## config.mk

```make
export PLATFORM = sky130hd
export DESIGN_NAME = dsm_cic_decimator
export DESIGN_NICKNAME = d
export VERILOG_FILES = /design/src/rtl/dsm_cic_decimator.sv
export SDC_FILE = /design/constraint.sdc
export NUM_CORES = 1
export LEC_CHECK = 0
export ABC_CLOCK_PERIOD_IN_PS = 6450
export BUFFER_PORTS_ARGS = -buffer_cell sky130_fd_sc_hd__buf_2
export CORE_AREA = 2 2 165 207
export DETAILED_ROUTE_END_ITERATION = 6
export DIE_AREA = 0 0 167 209
export GPL_TIMING_DRIVEN = 0
export PLACE_DENSITY = 0.53
export SYNTH_ARGS = -nofsm -noshare
export SYNTH_HDL_FRONTEND = slang
export SYNTH_SLANG_ARGS = --single-unit
```

## constraint.sdc

```tcl
create_clock -name clk -period 6.45 [get_ports clk]
set_clock_uncertainty 0.1 [all_clocks]
set_input_delay 0.645 -clock clk [delete_from_list [all_inputs] [get_ports clk]]
set_output_delay 0.645 -clock clk [all_outputs]
set_load 0.05 [all_outputs]
```

## src/rtl/dsm_cic_decimator.sv

```systemverilog
// Third-order CIC (sinc^3) decimator by R = 2^LOG2_R. It rebuilds the multi-bit value
// carried by a delta-sigma modulator bitstream or by a MASH output word.
module dsm_cic_decimator #(
    parameter int unsigned IN_W   = 4,
    parameter int unsigned LOG2_R = 6,
    localparam int unsigned OUT_W = IN_W + 3 * LOG2_R
) (
    input  logic             clk,
    input  logic             rst_n,
    input  logic             in_valid,
    input  logic [IN_W-1:0]  in_data,
    output logic             out_valid,
    output logic [OUT_W-1:0] out_data
);

    localparam int unsigned       EXT_W      = OUT_W - IN_W;
    localparam logic [LOG2_R-1:0] PHASE_LAST = '1;

    logic [OUT_W-1:0]  i1, i2, i3;
    logic [OUT_W-1:0]  d1, d2, d3;
    logic [LOG2_R-1:0] phase;

    logic [OUT_W-1:0]  x_ext;
    logic [OUT_W-1:0]  i1_nxt, i2_nxt, i3_nxt;
    logic [OUT_W-1:0]  c0, c1, c2, c3;
    logic              strobe;

    // Integrator updates and the comb chain. Integrators wrap modulo 2^OUT_W, and the
    // differencing in the comb undoes that wrap. The comb taps the updated i3, so the
    // chain has a total latency of z^-2 at the input rate.
    always_comb begin
        x_ext  = {{EXT_W{in_data[IN_W-1]}}, in_data};
        i1_nxt = i1 + x_ext;
        i2_nxt = i2 + i1;
        i3_nxt = i3 + i2;
        strobe = in_valid && (phase == PHASE_LAST);
        c0     = i3_nxt;
        c1     = c0 - d1;
        c2     = c1 - d2;
        c3     = c2 - d3;
    end

    // Integrators and the phase counter advance only on accepted samples.
    always_ff @(posedge clk or negedge rst_n) begin
        if (!rst_n) begin
            i1    <= '0;
            i2    <= '0;
            i3    <= '0;
            phase <= '0;
        end else if (in_valid) begin
            i1    <= i1_nxt;
            i2    <= i2_nxt;
            i3    <= i3_nxt;
            phase <= phase + LOG2_R'(1);
        end
    end

    // Comb delays and the output register run at the decimated rate.
    always_ff @(posedge clk or negedge rst_n) begin
        if (!rst_n) begin
            d1        <= '0;
            d2        <= '0;
            d3        <= '0;
            out_data  <= '0;
            out_valid <= 1'b0;
        end else begin
            out_valid <= strobe;
            if (strobe) begin
                d1       <= c0;
                d2       <= c1;
                d3       <= c2;
                out_data <= c3;
            end
        end
    end

endmodule

```

## After elaboration in Yosys (flattened, before gate mapping)

Index checks and enable logic that the tools add are counted.

| operators by class | value |
|---|---|
| $add $sub $neg | 7 |
| eq/ne operators | 1 |
| reduce and logical (&&, ||, !) cells | 1 |

Operators by type and width:

| cell | count |
|---|---|
| $add 22x22->22 | 3 |
| $sub 22x22->22 | 3 |
| $add 6x1->6 const B | 1 |
| $eq 6x6->1 const B | 1 |
| $logic_and 1x1->1 | 1 |

| storage, ports and cells | value |
|---|---|
| flip-flop bits (word level) | 161 |
| input port bits | 7 |
| output and inout bits | 23 |
| logic and storage cells | 18 |

## Depth between registers and ports, before layout

Gate-level depths: netlist of run 1.

| logic depth | value |
|---|---|
| depth in word-level cells | 4 |
| gate-level depth with buffers | 34 |
| gate-level depth less buffers | 34 |

## Worst setup path after synthesis of run 1

OpenSTA, ideal clock, no wires.

| timing path | value |
|---|---|
| path type | register -> register |
| start point | reg i2[0] |
| end point | reg out_data[21] |
| library setup time | 129 ps |
| arrival | 6048 ps |
| slack | 172 ps |
| cell stages (with the launch flop) | 33 |
| buffers on the path | 0 |
| cell sequence | dfrtp_1 > ha_1 > fa_1 > a21o_1 > a21oi_1 > o21bai_1 > a21oi_1 > xnor2_1 > ha_1 > nand2_1 > nor2_1 > o31a_1 > or2_2 > o21ai_0 > nand2b_1 > a311oi_1 > nor2_1 > ha_1 > and3_1 > a211oi_2 > xnor2_1 > ha_1 > a21o_1 > a21oi_1 > inv_1 > a21oi_1 > o311ai_0 > a31o_2 > a31oi_1 > o21bai_1 > xor2_1 > xnor2_1 > o21ai_1 |

| on the way | value |
|---|---|
| longest elaborated chain between the ends | 4 |

RTL lines:

| item | RTL line | source |
|---|---|---|
| from (decl) | 19 | `logic [OUT_W-1:0] i1, i2, i3;` |
| from (signal assigned) | 52 | `i2 <= i2_nxt;` |
| $add 22x22->22 | 35 | `i3_nxt = i3 + i2;` |
| via c0[6] | 25 | `logic [OUT_W-1:0] c0, c1, c2, c3;` |
| $sub 22x22->22 | 38 | `c1 = c0 - d1;` |
| via c1[11] | 25 |  |
| $sub 22x22->22 | 39 | `c2 = c1 - d2;` |
| via c2[12] | 25 |  |
| $sub 22x22->22 | 40 | `c3 = c2 - d3;` |
| to (signal assigned) | 64 | `out_data <= '0;` |
| to (signal assigned) | 72 | `out_data <= c3;` |
| to (decl) | 13 | `output logic [OUT_W-1:0] out_data` |

The timed path passes the listed nets, and every way through them passes these cells.
A chain may end at the register's enable or synchronous reset.

## Final worst setup path of run 1

| timing path | value |
|---|---|
| start point | reg i3[0] |
| end point | reg out_data[21] |

| on the way | value |
|---|---|
| longest elaborated chain between the ends | 4 |

RTL lines:

| item | RTL line | source |
|---|---|---|
| from (decl) | 19 |  |
| from (signal assigned) | 53 | `i3 <= i3_nxt;` |
| $add 22x22->22 | 35 |  |
| via c0[10] | 25 |  |
| $sub 22x22->22 | 38 |  |
| via c1[14] | 25 |  |
| $sub 22x22->22 | 39 |  |
| via c2[19] | 25 |  |
| $sub 22x22->22 | 40 |  |

The timed path passes the listed nets, and every way through them passes these cells.

==> results_dict.tcl, run 1 <==
set metrics [dict create \
    status "finished, final reports clean" \
    io_buffers 29 \
    row_count 75 \
    path_clk_slew_ns 0.07 \
    grt_pass1_wl_um 41200 \
    critical_path.endpoint_type "flip-flop" \
    die_h_um 209 \
    crit_fanout 4 \
    worstMarginPinSlew_ns 0.781 \
    die_w_um 167 \
    setup_viol_count_final 0 \
    cts_sinks 161 \
    final_hold_viol_count 0 \
    globalplace.congestion 0.783 \
    cpPeakStageDelay_ns 0.39 \
    syn2layout_area_growth_pct 16.3 \
    cp-start-kind "flip-flop" \
    met1Wirelength_um 10300 \
    grt_max_degree 107 \
    fmax_mhz 158 \
    drtIter0Drc 342 \
    critPathSlowestCell "dfrtp_1" \
    dpl.hpwl_um 18500 \
    slew_viol_final 0 \
    nFillCells 3334 \
    synth.net_count 1387 \
    syn_area_um2 11400 \
    fin_nets 1464 \
    insertedDiodeCount 0 \
    core_region_area_um2 33100 \
    antenna_found_initial 0 \
    htreeDepth 4 \
    initial_utilization_pct 34.5 \
    path_class "flip-flop to flip-flop" \
    layout-drive-gt1-share_pct 16.6 \
    mostFrequentLayoutCell "dfrtp_1" \
    crit_family "compound AO/OA/AOI/OAI gates" \
    synth_largest_area_cell "dfrtp_1" \
    rsz0062_at_grt "true" \
    layout_common_cells "dfrtp_1 (161), nand2_1 (132), ha_1 (119)" \
    grtUsageTotal_pct 14.3 \
    synth_top_flop_cell "dfrtp_1" \
    synth.distinct_cells 65 \
    crit_required_ns 6.65 \
    dr_wl_met2_um 12700 \
    grt_pass1_vias 8701 \
    drcViolationCount 0 \
    synth_area_per_cell_um2 9.15 \
    yosysSeqAreaShare_pct 35.3 \
    maxCapViolCount 0 \
    drt_wl_total_um 24300 \
    drtAntennaViolNets 0 \
    timing.critical_path.buf_inv 0 \
    clk_latency_ns 0.44 \
    ioPinCount 30 \
    yosysWarnings 0 \
    routed-wl-met3_um 582 \
    finalCritPeriodShare_pct 98.3 \
    grt-ovfl-total 0 \
    yosysTopAreaCellShare_pct 35.3 \
    clock_path_buffers 2 \
    cts_tree "built" \
    critPathArrivalTime_ns 6.54 \
    timing.slew.headroom_pct 47.9 \
    routedWlPerCell_um 13.8 \
    synthTopCellsByArea "dfrtp_1 (35%), ha_1 (14%), xnor2_1 (6.3%), mux2_2 (5.4%), o21ai_0 (5.2%)" \
    dr.pass1.iters 4 \
    finalSetupTns_ns 0 \
    dieArea_um2 34900 \
    vias 8704 \
    crit_top_cell "a21o_1" \
    cts_root_buf "clkbuf_16" \
    synthArstFlopShare_pct 100 \
    hp-class "input pin to async pin" \
    top_layer_used "met4" \
    hold_buffers 0 \
    viasPerCell 4.95 \
    synth-edff-count 0 \
    cts_buffers 17 \
    netlist_instances 1247 \
    ys_seq_elements 161 \
    finalCriticalPeriod_ns 6.34 \
]
-- through the flow --
| step | utilization, % | cells | instance area, µm² | setup WS (ns) | hold slack [ns] |
|---|---|---|---|---|---|
| floorplan | - | 1247 | 11400 | 0.172 | 0.249 |
| CTS | 38.8 | 1743 | 12900 | 0.00283 | 0.0165 |
| global route | 40.1 | 1760 | 13300 | -0.279 | 0.0356 |
| global placement | 36.5 | 1699 | 12100 | -0.702 | 0.357 |
| finish | 40.1 | 1760 | 13300 | 0.112 | 0.0121 |
| detailed placement | 36.6 | 1700 | 12100 | -0.745 | 0.361 |
-- path summary, 6_finish.rpt --
kind,from,end,slack (ns),cells after the start
worst min register to register,phase[5]$_DFFE_PN0P_,phase[5]$_DFFE_PN0P_,0.37,1
min in group clk,phase[5]$_DFFE_PN0P_,phase[5]$_DFFE_PN0P_,0.37,1
max in group asynchronous,rst_n,d2[21]$_DFFE_PN0P_,5.37,2
worst max-delay path,i3[0]$_DFFE_PN0P_,out_data[21]$_DFFE_PN0P_,0.11,32
worst max register to register,i3[0]$_DFFE_PN0P_,out_data[21]$_DFFE_PN0P_,0.11,32
worst min-delay path,rst_n,i1[1]$_DFFE_PN0P_,0.01,1
-- synthesized netlist by cell type, drive strengths merged (9+ instances only) --
| master | count |
|---|---|
| a21o | 45 |
| inv | 101 |
| o21ai | 127 |
| xnor2 | 82 |
| nor2b | 20 |
| o21bai | 17 |
| xor2 | 31 |
| mux2 | 55 |
| nor2 | 68 |
| o21a | 15 |
| clkbuf | 23 |
| ha | 127 |
| a21oi | 89 |
| nand2 | 133 |
| dfrtp | 161 |
| nand3 | 14 |
| nor3 | 15 |
| and3 | 9 |
| nand2b | 11 |
-- routing by layer --
metal  vias up  GRT usage (%)
li1       4525              -
met1      4054           15.8
met2        86           26.8
met3        39           2.37
met4         0           6.33
met5         -              0
-- cells by family (layout without fill, tap and decap cells) --
group	Yosys count	count (layout)	synth area share, %
buffers and inverters	129	219	4.24
AND/OR/NAND/NOR	299	299	11.9
AO/OA/AOI/OAI	354	354	19.2
XOR/XNOR	114	114	8.87
flip-flops	161	161	35.3
multiplexers	57	57	5.60
adder cells (fa/ha/maj)	133	133	15.0
-- state kept, by name, indices dropped and copies added, names as in the netlist --
name       count
out_valid      1
d3            22
i3            22
i1            22
i2            22
out_data      22
d1            22
d2            22
phase          6
-- what timing repair did --
item                                    CTS  global route
pin swaps                                15            52
buffers inserted                         11            17
resized for setup                        19            56
endpoints found under the setup margin    6             5
-- worst register-to-register path: cells and delay by family, from the launching register on --
| kind | cells | cell delay (ns) |
|---|---|---|
| AO/OA/AOI/OAI | 16 | 2.59 |
| flip-flops | 1 | 0.39 |
| XOR/XNOR | 5 | 0.81 |
| AND/OR/NAND/NOR | 6 | 0.68 |
| adder cells (fa/ha/maj) | 5 | 1.62 |
-- cell type report --
| type | instances | area, µm² | share of cell area [%] |
|---|---|---|---|
| multi-input combinational | 957 | 7280 | 54.8 |
| timing repair buffer | 58 | 393 | 2.96 |
| inverter | 102 | 383 | 2.88 |
| sequential | 161 | 4030 | 30.4 |
| tap | 423 | 529 | 3.99 |
| clock inverter | 15 | 136 | 1.03 |
| clock buffer | 17 | 425 | 3.21 |
| buffer | 27 | 101 | 0.764 |
Power of run 1 is left out: the tool's default activity adds up to more than one toggle a clock period on the data nets, which glitch-free logic cannot reach.
==> run 2, diff against run 1 <==
Settings changed: GPL_TIMING_DRIVEN 0 to 1.
==> run 2 against run 1 <==
Compared with the run above:
- design area is 0.38% higher
- sequential share of layout area decreased by 0.11 points
- count of clock-buffer cells in the layout is 3 higher
- non-clock buffer count rose by 9
- setup slack improved by 0.16 ns
- critical path depth up 1
- via count decreased by 1.9%
- global-route usage down 1.3 points
- first-iteration DRC count decreased by 22%
- critical path type unchanged
- highest routed layer unchanged
==> results_dict.tcl, run 2 (synthesis gave the netlist of run 1 again) <==
set metrics [dict create \
    status "finished, final reports clean" \
    core_region_area_um2 33100 \
    drtIter0Drc 266 \
    die_w_um 167 \
    hp-class "input pin to async pin" \
    grtUsageTotal_pct 13.0 \
    worstReg2RegEnd "out_data[21]$_DFFE_PN0P_" \
    cts_tree "built" \
    grt-ovfl-total 0 \
    drtAntennaViolNets 0 \
    io_buffers 29 \
    cts_buffers 17 \
    final_hold_viol_count 0 \
    worstMarginPinSlew_ns 0.949 \
    critPathSlowestCell "dfrtp_1" \
    timing.critical_path.buf_inv 2 \
    ioPinCount 30 \
    nFillCells 3277 \
    rsz0062_at_grt "true" \
    dr.pass1.iters 4 \
    path_clk_slew_ns 0.07 \
    finalCriticalPeriod_ns 6.18 \
    cp-start-kind "flip-flop" \
    cpPeakStageDelay_ns 0.41 \
    fin_area_um2 13300 \
    maxCapViolCount 0 \
    layout_common_cells "dfrtp_1 (161), nand2_1 (132), ha_1 (119)" \
    reg2reg_from "i3[0]$_DFFE_PN0P_" \
    initial_utilization_pct 34.5 \
    vias 8538 \
    finalCritPeriodShare_pct 95.8 \
    crit_required_ns 6.65 \
    dpl.hpwl_um 16300 \
    grt_max_degree 93 \
    setup_viol_count_final 0 \
    clk_latency_ns 0.43 \
    cts_root_buf "clkbuf_16" \
    cts_sinks 161 \
    globalplace.congestion 0.761 \
    antenna_found_initial 0 \
    insertedDiodeCount 0 \
    mostFrequentLayoutCell "dfrtp_1" \
    drcViolationCount 0 \
    timing.slew.headroom_pct 36.7 \
    crit_top_cell "a21o_1" \
    dpl_cell_area_um2 12400 \
    dieArea_um2 34900 \
    layout-drive-gt1-share_pct 18.2 \
    critPathArrivalTime_ns 6.38 \
    r2r_setup_slack_ns 0.27 \
    drt_wl_total_um 21800 \
    crit_family "compound AO/OA/AOI/OAI gates" \
    slew_viol_final 0 \
    syn2layout_area_growth_pct 16.7 \
    fmax_mhz 162 \
    row_count 75 \
    critical_path.endpoint_type "flip-flop" \
    grt_pass1_wl_um 38300 \
    crit_fanout 3 \
    fin_nets 1473 \
    viasPerCell 4.83 \
    htreeDepth 4 \
    clock_path_buffers 2 \
    path_class "flip-flop to flip-flop" \
    routedWlPerCell_um 12.3 \
    die_h_um 209 \
    r2r_cells 33 \
    grt_pass1_vias 8510 \
]
run 2: repair_timing:
item / CTS / global route
buffers inserted: 2 / 10
resized for setup: 6 / 54
endpoints found under the setup margin: 2 / 6
hold buffers: 0 / 0
pin swaps: 5 / 41
run 2: worst max path at each step:
stage,cells after the start,to,slack [ns],start
finish,33,out_data[21]$_DFFE_PN0P_,0.27,i3[0]$_DFFE_PN0P_
detailed placement,33,out_data[21]$_DFFE_PN0P_,-0.24,i2[0]$_DFFE_PN0P_
global route,35,out_data[21]$_DFFE_PN0P_,-0.14,i3[0]$_DFFE_PN0P_
CTS,32,out_data[21]$_DFFE_PN0P_,0.005,i2[0]$_DFFE_PN0P_
global placement,33,out_data[21]$_DFFE_PN0P_,-0.14,i2[0]$_DFFE_PN0P_
floorplan,32,out_data[21]$_DFFE_PN0P_,0.17,i2[0]$_DFFE_PN0P_
run 2: routing by layer:
layer  track usage (%)  up-vias  routed length [µm]
met5                 0        -                   0
met4              3.86        0                 351
met3              2.29       23                 362
met2              24.3       54               11200
met1              15.0     3931                9890
li1                  -     4530                   -
run 2: through the flow:
| step | util (%) | hold slack, ns | setup WS, ns | std cells | TNS, ns |
|---|---|---|---|---|---|
| after global placement | 37.4 | 0.356 | -0.139 | 1725 | -0.139 |
| final | 40.2 | 0.176 | 0.273 | 1768 | 0 |
| after CTS | 39.2 | 0.214 | 0.00492 | 1758 | 0 |
| after detailed placement | 37.4 | 0.361 | -0.240 | 1725 | -0.257 |
| after global routing | 40.2 | 0.248 | -0.142 | 1768 | -0.212 |
| after floorplan | - | 0.249 | 0.172 | 1247 | 0 |
run 2: area by class of cell:
cell class                      instances  area (µm²)  share of cell area [%]
Inverter                              102         383                    2.87
Multi-Input combinational cell        957        7180                    53.9
Clock inverter                         11         108                   0.808
Clock buffer                           20         457                    3.43
Timing Repair Buffer                   94         639                    4.80
Sequential cell                       161        4030                    30.2
Tap cell                              423         529                    3.97
run 2: worst reg2reg max path, delay by kind of cell (launching register included):
kind / cells / cell delay [ns]
XOR/XNOR: 5 / 0.74
AO/OA/AOI/OAI: 18 / 2.77
adder cells (fa/ha/maj): 5 / 1.41
buffers and inverters: 2 / 0.29
flip-flops: 1 / 0.41
AND/OR/NAND/NOR: 3 / 0.33
Power of run 2 is left out for the same reason.
